### config.mk
export PLATFORM = sky130hd
export DESIGN_NAME = hc_read_arbiter_flat
export DESIGN_NICKNAME = d
export VERILOG_FILES = /design/src/rtl/hc_pkg.sv /design/src/rtl/hc_read_arbiter_if.sv /design/src/rtl/hc_fifo.sv /design/src/rtl/hc_read_arbiter.sv /design/src/flat_wrapper.sv
export SDC_FILE = /design/constraint.sdc
export NUM_CORES = 1
export LEC_CHECK = 0
export CAP_MARGIN = 20
export CELL_PAD_IN_SITES_DETAIL_PLACEMENT = 1
export CELL_PAD_IN_SITES_GLOBAL_PLACEMENT = 1
export CORE_AREA = 3 3 497 499
export DETAILED_ROUTE_END_ITERATION = 7
export DIE_AREA = 0 0 500 502
export GPL_ROUTABILITY_DRIVEN = 0
export PLACE_DENSITY_LB_ADDON = 0.2
export REMOVE_ABC_BUFFERS = 1
export SETUP_SLACK_MARGIN = 0.3
export SLEW_MARGIN = 10
export SYNTH_ARGS = -nofsm -noshare
export SYNTH_HDL_FRONTEND = slang
export SYNTH_SLANG_ARGS = --single-unit
export TNS_END_PERCENT = 50
### constraint.sdc
create_clock -name clk -period 27.2 [get_ports clk]
set_input_delay 5.44 -clock clk [delete_from_list [all_inputs] [get_ports clk]]
set_output_delay 5.44 -clock clk [all_outputs]
set_load 0.03 [all_outputs]
### src/rtl/hc_pkg.sv
// Shared types for the host-channel read path: request control word, arbiter tag
// and response-router state.
package hc_pkg;

  localparam int HC_ARB_PORTS_DEFAULT     = 4;
  localparam int HC_ARB_TAG_DEPTH_DEFAULT = 16;
  localparam int HC_ARB_PORT_W            = 3;
  localparam int HC_CL_BITS               = 512;

  typedef enum logic [1:0] {
    e_REQUEST_NONE         = 2'd0,
    e_REQUEST_READ_STREAM  = 2'd1,
    e_REQUEST_READ_INDEXED = 2'd2,
    e_REQUEST_WRITE        = 2'd3
  } t_request_cmd;

  typedef logic [7:0]  t_request_cmd_size;
  typedef logic [7:0]  t_request_id;
  typedef logic [31:0] t_request_offset;

  typedef struct packed {
    t_request_cmd      cmd;
    t_request_id       id;
    t_request_offset   offset;
    t_request_cmd_size size;
  } t_request_control;

  typedef struct packed {
    logic [HC_ARB_PORT_W-1:0] port;
    t_request_cmd_size        lines;
  } t_arb_tag;

  typedef enum logic {
    R_IDLE  = 1'b0,
    R_ROUTE = 1'b1
  } t_arb_rsp_state;

  // Zero-length streams and non-read commands are swallowed without a tag.
  function automatic logic hc_is_forwarded(t_request_control c);
    return (c.cmd == e_REQUEST_READ_INDEXED) ||
           ((c.cmd == e_REQUEST_READ_STREAM) && (c.size != '0));
  endfunction

  function automatic t_request_cmd_size hc_tag_lines(t_request_control c);
    return (c.cmd == e_REQUEST_READ_STREAM) ? c.size : t_request_cmd_size'(1);
  endfunction

endpackage

### src/rtl/hc_read_arbiter_if.sv
// Port bundle between the core read requesters, the requestor read queue and
// the routed response path.
interface hc_read_arbiter_if import hc_pkg::*; #(
  parameter int PORTS = HC_ARB_PORTS_DEFAULT
);
  logic [PORTS-1:0]                   req_valid;
  logic [PORTS-1:0]                   req_ready;
  t_request_control [PORTS-1:0]       req_ctrl;
  t_request_control                   out_ctrl;
  logic                               out_full;
  logic                               rx_valid;
  logic [HC_CL_BITS-1:0]              rx_data;
  logic [PORTS-1:0]                   rsp_valid;
  logic [HC_CL_BITS-1:0]              rsp_data;
  logic                               err_orphan;

  modport master (
    output req_valid, req_ctrl, out_full, rx_valid, rx_data,
    input  req_ready, out_ctrl, rsp_valid, rsp_data, err_orphan
  );

  modport slave (
    input  req_valid, req_ctrl, out_full, rx_valid, rx_data,
    output req_ready, out_ctrl, rsp_valid, rsp_data, err_orphan
  );
endinterface

### src/rtl/hc_fifo.sv
// Small synchronous FIFO with first-word fall-through read data; pushes while
// full and pops while empty are ignored.
module hc_fifo #(
  parameter int WIDTH = 8,
  parameter int DEPTH = 16
) (
  input  logic                     clk,
  input  logic                     reset,
  input  logic                     push,
  input  logic [WIDTH-1:0]         push_data,
  input  logic                     pop,
  output logic [WIDTH-1:0]         pop_data,
  output logic                     full,
  output logic                     empty,
  output logic [$clog2(DEPTH):0]   count
);
  localparam int AW = $clog2(DEPTH);

  logic [WIDTH-1:0] mem [DEPTH];
  logic [AW-1:0]    wr_ptr;
  logic [AW-1:0]    rd_ptr;
  logic             do_push;
  logic             do_pop;

  assign do_push  = push && !full;
  assign do_pop   = pop && !empty;
  assign full     = (count == (AW+1)'(DEPTH));
  assign empty    = (count == '0);
  assign pop_data = mem[rd_ptr];

  always_ff @(posedge clk or posedge reset) begin
    if (reset) begin
      wr_ptr <= '0;
      rd_ptr <= '0;
      count  <= '0;
    end else begin
      if (do_push) wr_ptr <= wr_ptr + 1'b1;
      if (do_pop)  rd_ptr <= rd_ptr + 1'b1;
      case ({do_push, do_pop})
        2'b10:   count <= count + 1'b1;
        2'b01:   count <= count - 1'b1;
        default: count <= count;
      endcase
    end
  end

  always_ff @(posedge clk) begin
    if (do_push) mem[wr_ptr] <= push_data;
  end
endmodule

### src/rtl/hc_read_arbiter.sv
// Round-robin arbiter for core read requests toward the requestor read queue,
// with an in-order tag FIFO that steers returning lines back to their port.
//
// state   | meaning
// R_IDLE  | no head tag loaded; responses with an empty tag FIFO are orphans
// R_ROUTE | routing lines to the head tag's port; remaining counts lines left
module hc_read_arbiter import hc_pkg::*; #(
  parameter int HC_ARB_PORTS     = HC_ARB_PORTS_DEFAULT,
  parameter int HC_ARB_TAG_DEPTH = HC_ARB_TAG_DEPTH_DEFAULT
) (
  input  logic              clk,
  input  logic              reset,
  hc_read_arbiter_if.slave  bus
);
  localparam int PW = (HC_ARB_PORTS > 1) ? $clog2(HC_ARB_PORTS) : 1;
  localparam int CW = $clog2(HC_ARB_TAG_DEPTH) + 1;

  logic [PW-1:0]        rr_ptr;
  logic [PW-1:0]        grant_idx;
  logic [PW:0]          cand_sum;
  logic                 grant_any;
  t_request_control     grant_ctrl;
  logic                 fwd;

  t_arb_tag             push_tag;
  t_arb_tag             head_tag;
  logic                 tag_push;
  logic                 tag_pop;
  logic                 tag_full;
  logic                 tag_empty;
  logic [CW-1:0]        tag_count;

  t_arb_rsp_state       state, state_nxt;
  t_request_cmd_size    remaining, remaining_nxt, cur_left;
  logic                 route;
  logic                 orphan;
  logic [HC_ARB_PORTS-1:0] head_onehot;

  always_comb begin
    grant_any = 1'b0;
    grant_idx = '0;
    cand_sum  = '0;
    if (!reset && !bus.out_full && !tag_full) begin
      for (int k = 0; k < HC_ARB_PORTS; k++) begin
        cand_sum = {1'b0, rr_ptr} + (PW+1)'(k);
        if (cand_sum >= (PW+1)'(HC_ARB_PORTS)) cand_sum = cand_sum - (PW+1)'(HC_ARB_PORTS);
        if (!grant_any && bus.req_valid[cand_sum[PW-1:0]]) begin
          grant_any = 1'b1;
          grant_idx = cand_sum[PW-1:0];
        end
      end
    end
  end

  always_comb begin
    bus.req_ready = '0;
    if (grant_any) bus.req_ready[grant_idx] = 1'b1;
  end

  assign grant_ctrl     = bus.req_ctrl[grant_idx];
  assign fwd            = grant_any && hc_is_forwarded(grant_ctrl);
  assign tag_push       = fwd;
  assign push_tag.port  = HC_ARB_PORT_W'(grant_idx);
  assign push_tag.lines = hc_tag_lines(grant_ctrl);

  always_ff @(posedge clk or posedge reset) begin
    if (reset) begin
      rr_ptr       <= '0;
      bus.out_ctrl <= '0;
    end else begin
      if (grant_any) rr_ptr <= (grant_idx == PW'(HC_ARB_PORTS-1)) ? '0 : grant_idx + 1'b1;
      if (fwd) bus.out_ctrl <= grant_ctrl;
      else     bus.out_ctrl <= '0;
    end
  end

  hc_fifo #(
    .WIDTH ($bits(t_arb_tag)),
    .DEPTH (HC_ARB_TAG_DEPTH)
  ) u_tag_fifo (
    .clk       (clk),
    .reset     (reset),
    .push      (tag_push),
    .push_data (push_tag),
    .pop       (tag_pop),
    .pop_data  (head_tag),
    .full      (tag_full),
    .empty     (tag_empty),
    .count     (tag_count)
  );

  // remaining==0 in R_ROUTE means a fresh head was just exposed by a pop.
  always_comb begin
    state_nxt     = state;
    remaining_nxt = remaining;
    tag_pop       = 1'b0;
    route         = 1'b0;
    orphan        = 1'b0;
    cur_left      = (state == R_ROUTE && remaining != '0) ? remaining : head_tag.lines;
    if (bus.rx_valid) begin
      if (tag_empty) begin
        orphan = 1'b1;
      end else begin
        route = 1'b1;
        if (cur_left == t_request_cmd_size'(1)) begin
          tag_pop       = 1'b1;
          remaining_nxt = '0;
          state_nxt     = (tag_count > CW'(1) || tag_push) ? R_ROUTE : R_IDLE;
        end else begin
          remaining_nxt = cur_left - 1'b1;
          state_nxt     = R_ROUTE;
        end
      end
    end else if (state == R_IDLE && !tag_empty) begin
      state_nxt     = R_ROUTE;
      remaining_nxt = head_tag.lines;
    end
  end

  always_ff @(posedge clk or posedge reset) begin
    if (reset) begin
      state     <= R_IDLE;
      remaining <= '0;
    end else begin
      state     <= state_nxt;
      remaining <= remaining_nxt;
    end
  end

  always_comb begin
    head_onehot = '0;
    for (int i = 0; i < HC_ARB_PORTS; i++)
      head_onehot[i] = (head_tag.port == HC_ARB_PORT_W'(i));
  end

  always_ff @(posedge clk or posedge reset) begin
    if (reset) begin
      bus.rsp_valid  <= '0;
      bus.rsp_data   <= '0;
      bus.err_orphan <= 1'b0;
    end else begin
      bus.rsp_valid <= route ? head_onehot : '0;
      if (bus.rx_valid) bus.rsp_data <= bus.rx_data;
      if (orphan) bus.err_orphan <= 1'b1;
    end
  end
endmodule

### src/flat_wrapper.sv
// flat-port wrapper written by rule: the top's interface ports become plain ports
module hc_read_arbiter_flat import hc_pkg::*;
#(
  parameter int HC_ARB_PORTS     = HC_ARB_PORTS_DEFAULT,
  parameter int HC_ARB_TAG_DEPTH = HC_ARB_TAG_DEPTH_DEFAULT
)
  (clk, reset, bus_req_valid, bus_req_ctrl, bus_out_full, bus_rx_valid, bus_rx_data, bus_req_ready, bus_out_ctrl, bus_rsp_valid, bus_rsp_data, bus_err_orphan);
  hc_read_arbiter_if #(.PORTS((4))) bus_i ();
  input  logic clk;
  input  logic reset;
  input wire logic [$bits(bus_i.req_valid)-1:0] bus_req_valid;
  input wire logic [$bits(bus_i.req_ctrl)-1:0] bus_req_ctrl;
  input wire logic [$bits(bus_i.out_full)-1:0] bus_out_full;
  input wire logic [$bits(bus_i.rx_valid)-1:0] bus_rx_valid;
  input wire logic [$bits(bus_i.rx_data)-1:0] bus_rx_data;
  output wire logic [$bits(bus_i.req_ready)-1:0] bus_req_ready;
  output wire logic [$bits(bus_i.out_ctrl)-1:0] bus_out_ctrl;
  output wire logic [$bits(bus_i.rsp_valid)-1:0] bus_rsp_valid;
  output wire logic [$bits(bus_i.rsp_data)-1:0] bus_rsp_data;
  output wire logic [$bits(bus_i.err_orphan)-1:0] bus_err_orphan;
  assign bus_i.req_valid = bus_req_valid;
  assign bus_i.req_ctrl = bus_req_ctrl;
  assign bus_i.out_full = bus_out_full;
  assign bus_i.rx_valid = bus_rx_valid;
  assign bus_i.rx_data = bus_rx_data;
  assign bus_req_ready = bus_i.req_ready;
  assign bus_out_ctrl = bus_i.out_ctrl;
  assign bus_rsp_valid = bus_i.rsp_valid;
  assign bus_rsp_data = bus_i.rsp_data;
  assign bus_err_orphan = bus_i.err_orphan;
  hc_read_arbiter #(.HC_ARB_PORTS(HC_ARB_PORTS), .HC_ARB_TAG_DEPTH(HC_ARB_TAG_DEPTH)) u_core (.clk(clk), .reset(reset), .bus(bus_i));
endmodule
==> results <==
- The flow ran to the end, and the final reports show no timing, DRC or antenna violations.
- The largest family of logic cells by synthesized area is multiplexers.
- The synthesis warning total is 0.
- The maximum level of the CTS H-tree is 3.
- Of all nets on the critical path, the largest fanout is 19.
- The initial utilization of the core area, before any placement, comes to 0.124.
- Setup repair after global routing left no endpoint under its margin.
- The setup slack of the critical path after layout is 13.44 ns.
- The root buffer selected by CTS is clkbuf_16.
- The total area inside the core boundary comes to 243,000 um^2.
- The design draws 3.50 mW.
- Dividing the final minimum period by the clock period gives 0.506.
- Setup violations remaining at the end of the flow were counted as 0.
- STA puts the critical path data required time at 21.76 ns.
- The initial antenna violation count is 119.
- The placed instance count is 6,272.
- STA classifies the critical path endpoint as an output pin.
- Across the VDD grid, the largest voltage drop is 0.0476 mV.
- The average footprint of a synthesized cell is 16.3 um^2.
- The number of clock buffers added by TritonCTS is 101.
- The multiplexer area fraction after synthesis is 0.253.
- For this block, the routed nets add up to 160 mm of wire.
- The final-stage net count is 3,915.
- The share of synthesized registers carrying an async set or reset is 0.787.
- The placement row count is 181.
- The worst path needs 13.76 ns of the cycle, external delays included.
- The global routing usage summed across all routing layers is 0.123.
- Clock-pin slew was measured on the worst setup and hold paths at 0.05 ns.
- The path class of the tightest hold or removal check is flip-flop to flip-flop.
- At the worst endpoint, the arrival time is 8.32 ns.
- The synthesized-area fraction occupied by ao, oa, aoi and oai cells is 0.0255.
- The via count of the first global-routing pass is 23,804.
- The filler-free cell count of the finished design is 6,481.
- The number of gates resized after CTS was 0.
- The type of element launching the critical path is an input port.
- The clock tree from TritonCTS is built.
- Summing every instance area after synthesis gives 30,200 um^2.
- The number of hold buffers added after cts is 0.
- The final setup TNS is 0 ns.
- The first global-routing pass estimated 212 mm of wire.
- In this run the post-CTS setup repair buffer count came out at 0.
- The instance area after placement is 46,900 um^2.
- For the worst-skew pair, the clock arrives at the later sink with an insertion delay of 0.74 ns.
- In this run, the number of DRC markers left after iteration 0 of detailed routing was 881.
- Power spread over the standard cell area amounts to 69.4 nW/um^2.
- At the pin with the least slew margin, the transition time is 1.04 ns.
- Of the cells placed in the final design, the portion with a size suffix greater than 1 is 0.246.
- The synthesis-to-finish area growth is 66.8%.
- The dominant register cell in the synthesized netlist is dfrtp_1.
- The number of max-capacitance violations reported is 0.
- For this design the static power due to leakage is 18.9 nW.
- Buffers placed on the I/O ports in this run total 1,290.
- Synthesis handed over a netlist of 1,850 instances.
- The die covers 251,000 um^2.
- Derived from the worst setup path, the maximum achievable clock frequency is 72.7 MHz.
- The number of DRC violations after detailed routing is 0.
- In this run, synthesis inferred 160 flip-flops with an integrated enable.
- Headroom to the max-slew limit came out at 0.303.
- The share of synthesized cell area in and, or, nand and nor gates is 0.0409.
- The number of top-level pins is 1,291.
- The worst setup path category is input port to output pin.
- The number of hold violations in the final report is 0.
- The floorplan step set the die width to 500 um.
- The synthesized-area fraction occupied by xor and xnor cells is 0.00464.
- For this run, the register share of the synthesized area comes to 0.649.
- Counting flops and latches in the post-synthesis netlist gives 751.
- The adder and majority gate portion of the synthesized area is 0.00663.
- The clock passes through at most 3 buffers.
- The setup skew after layout is 0.0515 ns.
- The HPWL after detailed placement is 128 mm.
- In this run, distinct cell masters in the synthesized netlist total 69.
- Entering global routing, the biggest net connects 140 pins.
- The average via count per standard cell is 3.38.
- The average wire length per cell after detail routing is 24.7 um.
- Once detail routing completed, the nets flagged for antenna violations numbered 0.
- The die height is 502 um.
- The pre-CTS setup slack is 13.34 ns.
- The clock net in this run drives a total of 751 sinks.
- Summed over all layers, the global routing overflow is 0.
- The total via count after detailed routing is 21,919.
- After routing the design area is 50,300 um^2.
- The total count of max-transition violations in the final report was 0.
- For this run, the detailed router's first-pass iteration total came to 4.
[registers in the layout, summed over array words and instances, names as in the netlist, 2 cells and up]
signal                    count
u_core.bus.out_ctrl          50
u_core.bus.rsp_data         512
u_core.bus.rsp_valid          4
u_core.remaining              8
u_core.rr_ptr                 2
u_core.u_tag_fifo.count       5
u_core.u_tag_fifo.mem       160
u_core.u_tag_fifo.rd_ptr      4
u_core.u_tag_fifo.wr_ptr      4
[per-layer routing]
layer  vias up  GRT usage  routed length, um  share of wire
met5         -          0                 37        0.00023
met3       296     0.0495              14900          0.093
met2      1060      0.210              79700           0.50
met1     11062      0.135              60700           0.38
li1       9495          -                  -              -
met4         6     0.0480               4940          0.031
[where the power goes]
group / total (mW) / internal [mW] / switching, mW
clock: 1.33 / 0.765 / 0.563
combinational: 0.852 / 0.389 / 0.463
sequential: 1.32 / 1.25 / 0.0625
total: 3.50 / 2.41 / 1.09
[worst paths after layout]
kind	start	endpoint	slack, ns	cells past startpoint
min	u_core.bus.err_orphan	u_core.bus.err_orphan	0.50	1
min in group asynchronous	reset	u_core.bus.out_ctrl[5]	5.15	2
max	reset	bus_req_ready[2]	13.44	9
min reg2reg	u_core.bus.err_orphan	u_core.bus.err_orphan	0.50	1
max in group asynchronous	reset	u_core.bus.rsp_data[488]	19.39	5
max reg2reg	u_core.u_tag_fifo.count[1]	u_core.u_tag_fifo.mem[4][1]	21.59	14
[layout make-up]
cell class,count,area [um^2]
Antenna cell,25,62.6
Clock buffer,139,2860
Clock inverter,39,418
Fill cell,26921,193000
Inverter,26,105
Multi-Input combinational cell,969,10000
Sequential cell,751,19600
Tap cell,3202,4010
Timing Repair Buffer,1330,13300
[kinds of logic after synthesis]
| logic type | after synthesis |
|---|---|
| DFF | 751 |
| muxes | 611 |
| and+or+nand+nor | 221 |
| buffers and inverters | 130 |
| AOI/OAI and AO/OA | 105 |
| xor gates and xnor gates | 16 |
| adders and majority gates | 16 |
[placed cells by master (no fill, tap or decap), types with 7 or more instances in the layout]
cell type and count:
nand4_1 15, inv_1 24, and2_1 12, clkbuf_8 17, a22oi_1 7, nand2_1 39
clkbuf_1 20, clkinv_1 7, mux2i_1 25, o21ai_0 16, nor2b_1 49, mux2_2 513
a31oi_1 7, diode_2 25, nand3_1 9, ha_1 16, a21oi_1 14, xnor2_1 13
clkbuf_16 102, clkdlybuf4s50_1 1289, edfxtp_1 160, nor2_1 52, dfrtp_1 589, clkinv_2 17
buf_4 33, o211ai_1 15, mux4_2 71
[Yosys cell counts, types with 7 or more instances]
library cell  count  share of area
a31oi_1           7         0.0015
mux2i_1          25         0.0083
o211ai_1         15         0.0037
and2_1           12         0.0025
a21oi_1          14         0.0023
nor2_1           54         0.0067
nand3_1           9         0.0015
a22oi_1           7         0.0017
mux2_2          513           0.19
edfxtp_1        160           0.16
dfrtp_1         591           0.49
inv_1            25         0.0031
nand2_1          39         0.0049
nor2b_1          49          0.010
nand4_1          15         0.0031
o21ai_0          16         0.0027
buf_2            21         0.0035
clkbuf_1         68         0.0085
ha_1             16         0.0066
buf_4             8         0.0020
mux4_2           71          0.053
xnor2_1          13         0.0038
nor3_1            7         0.0012
[metrics by stage]
step	utilization	hold slack [ns]
after CTS	0.207	0.508
after detailed placement	0.193	0.495
after floorplan	-	0.463
final	0.207	0.499
after global placement	0.193	0.490
after global routing	0.207	0.515
[critical path, stage by stage]
cell	delay, ns
clkdlybuf4s50_1	0.52
nor2_1	0.33
and2_1	0.20
o2111a_1	0.50
buf_4	0.34
inv_2	0.08
ha_1	0.18
and2_1	0.13
clkdlybuf4s50_1	0.59
Power figures use the tool's default switching activity.
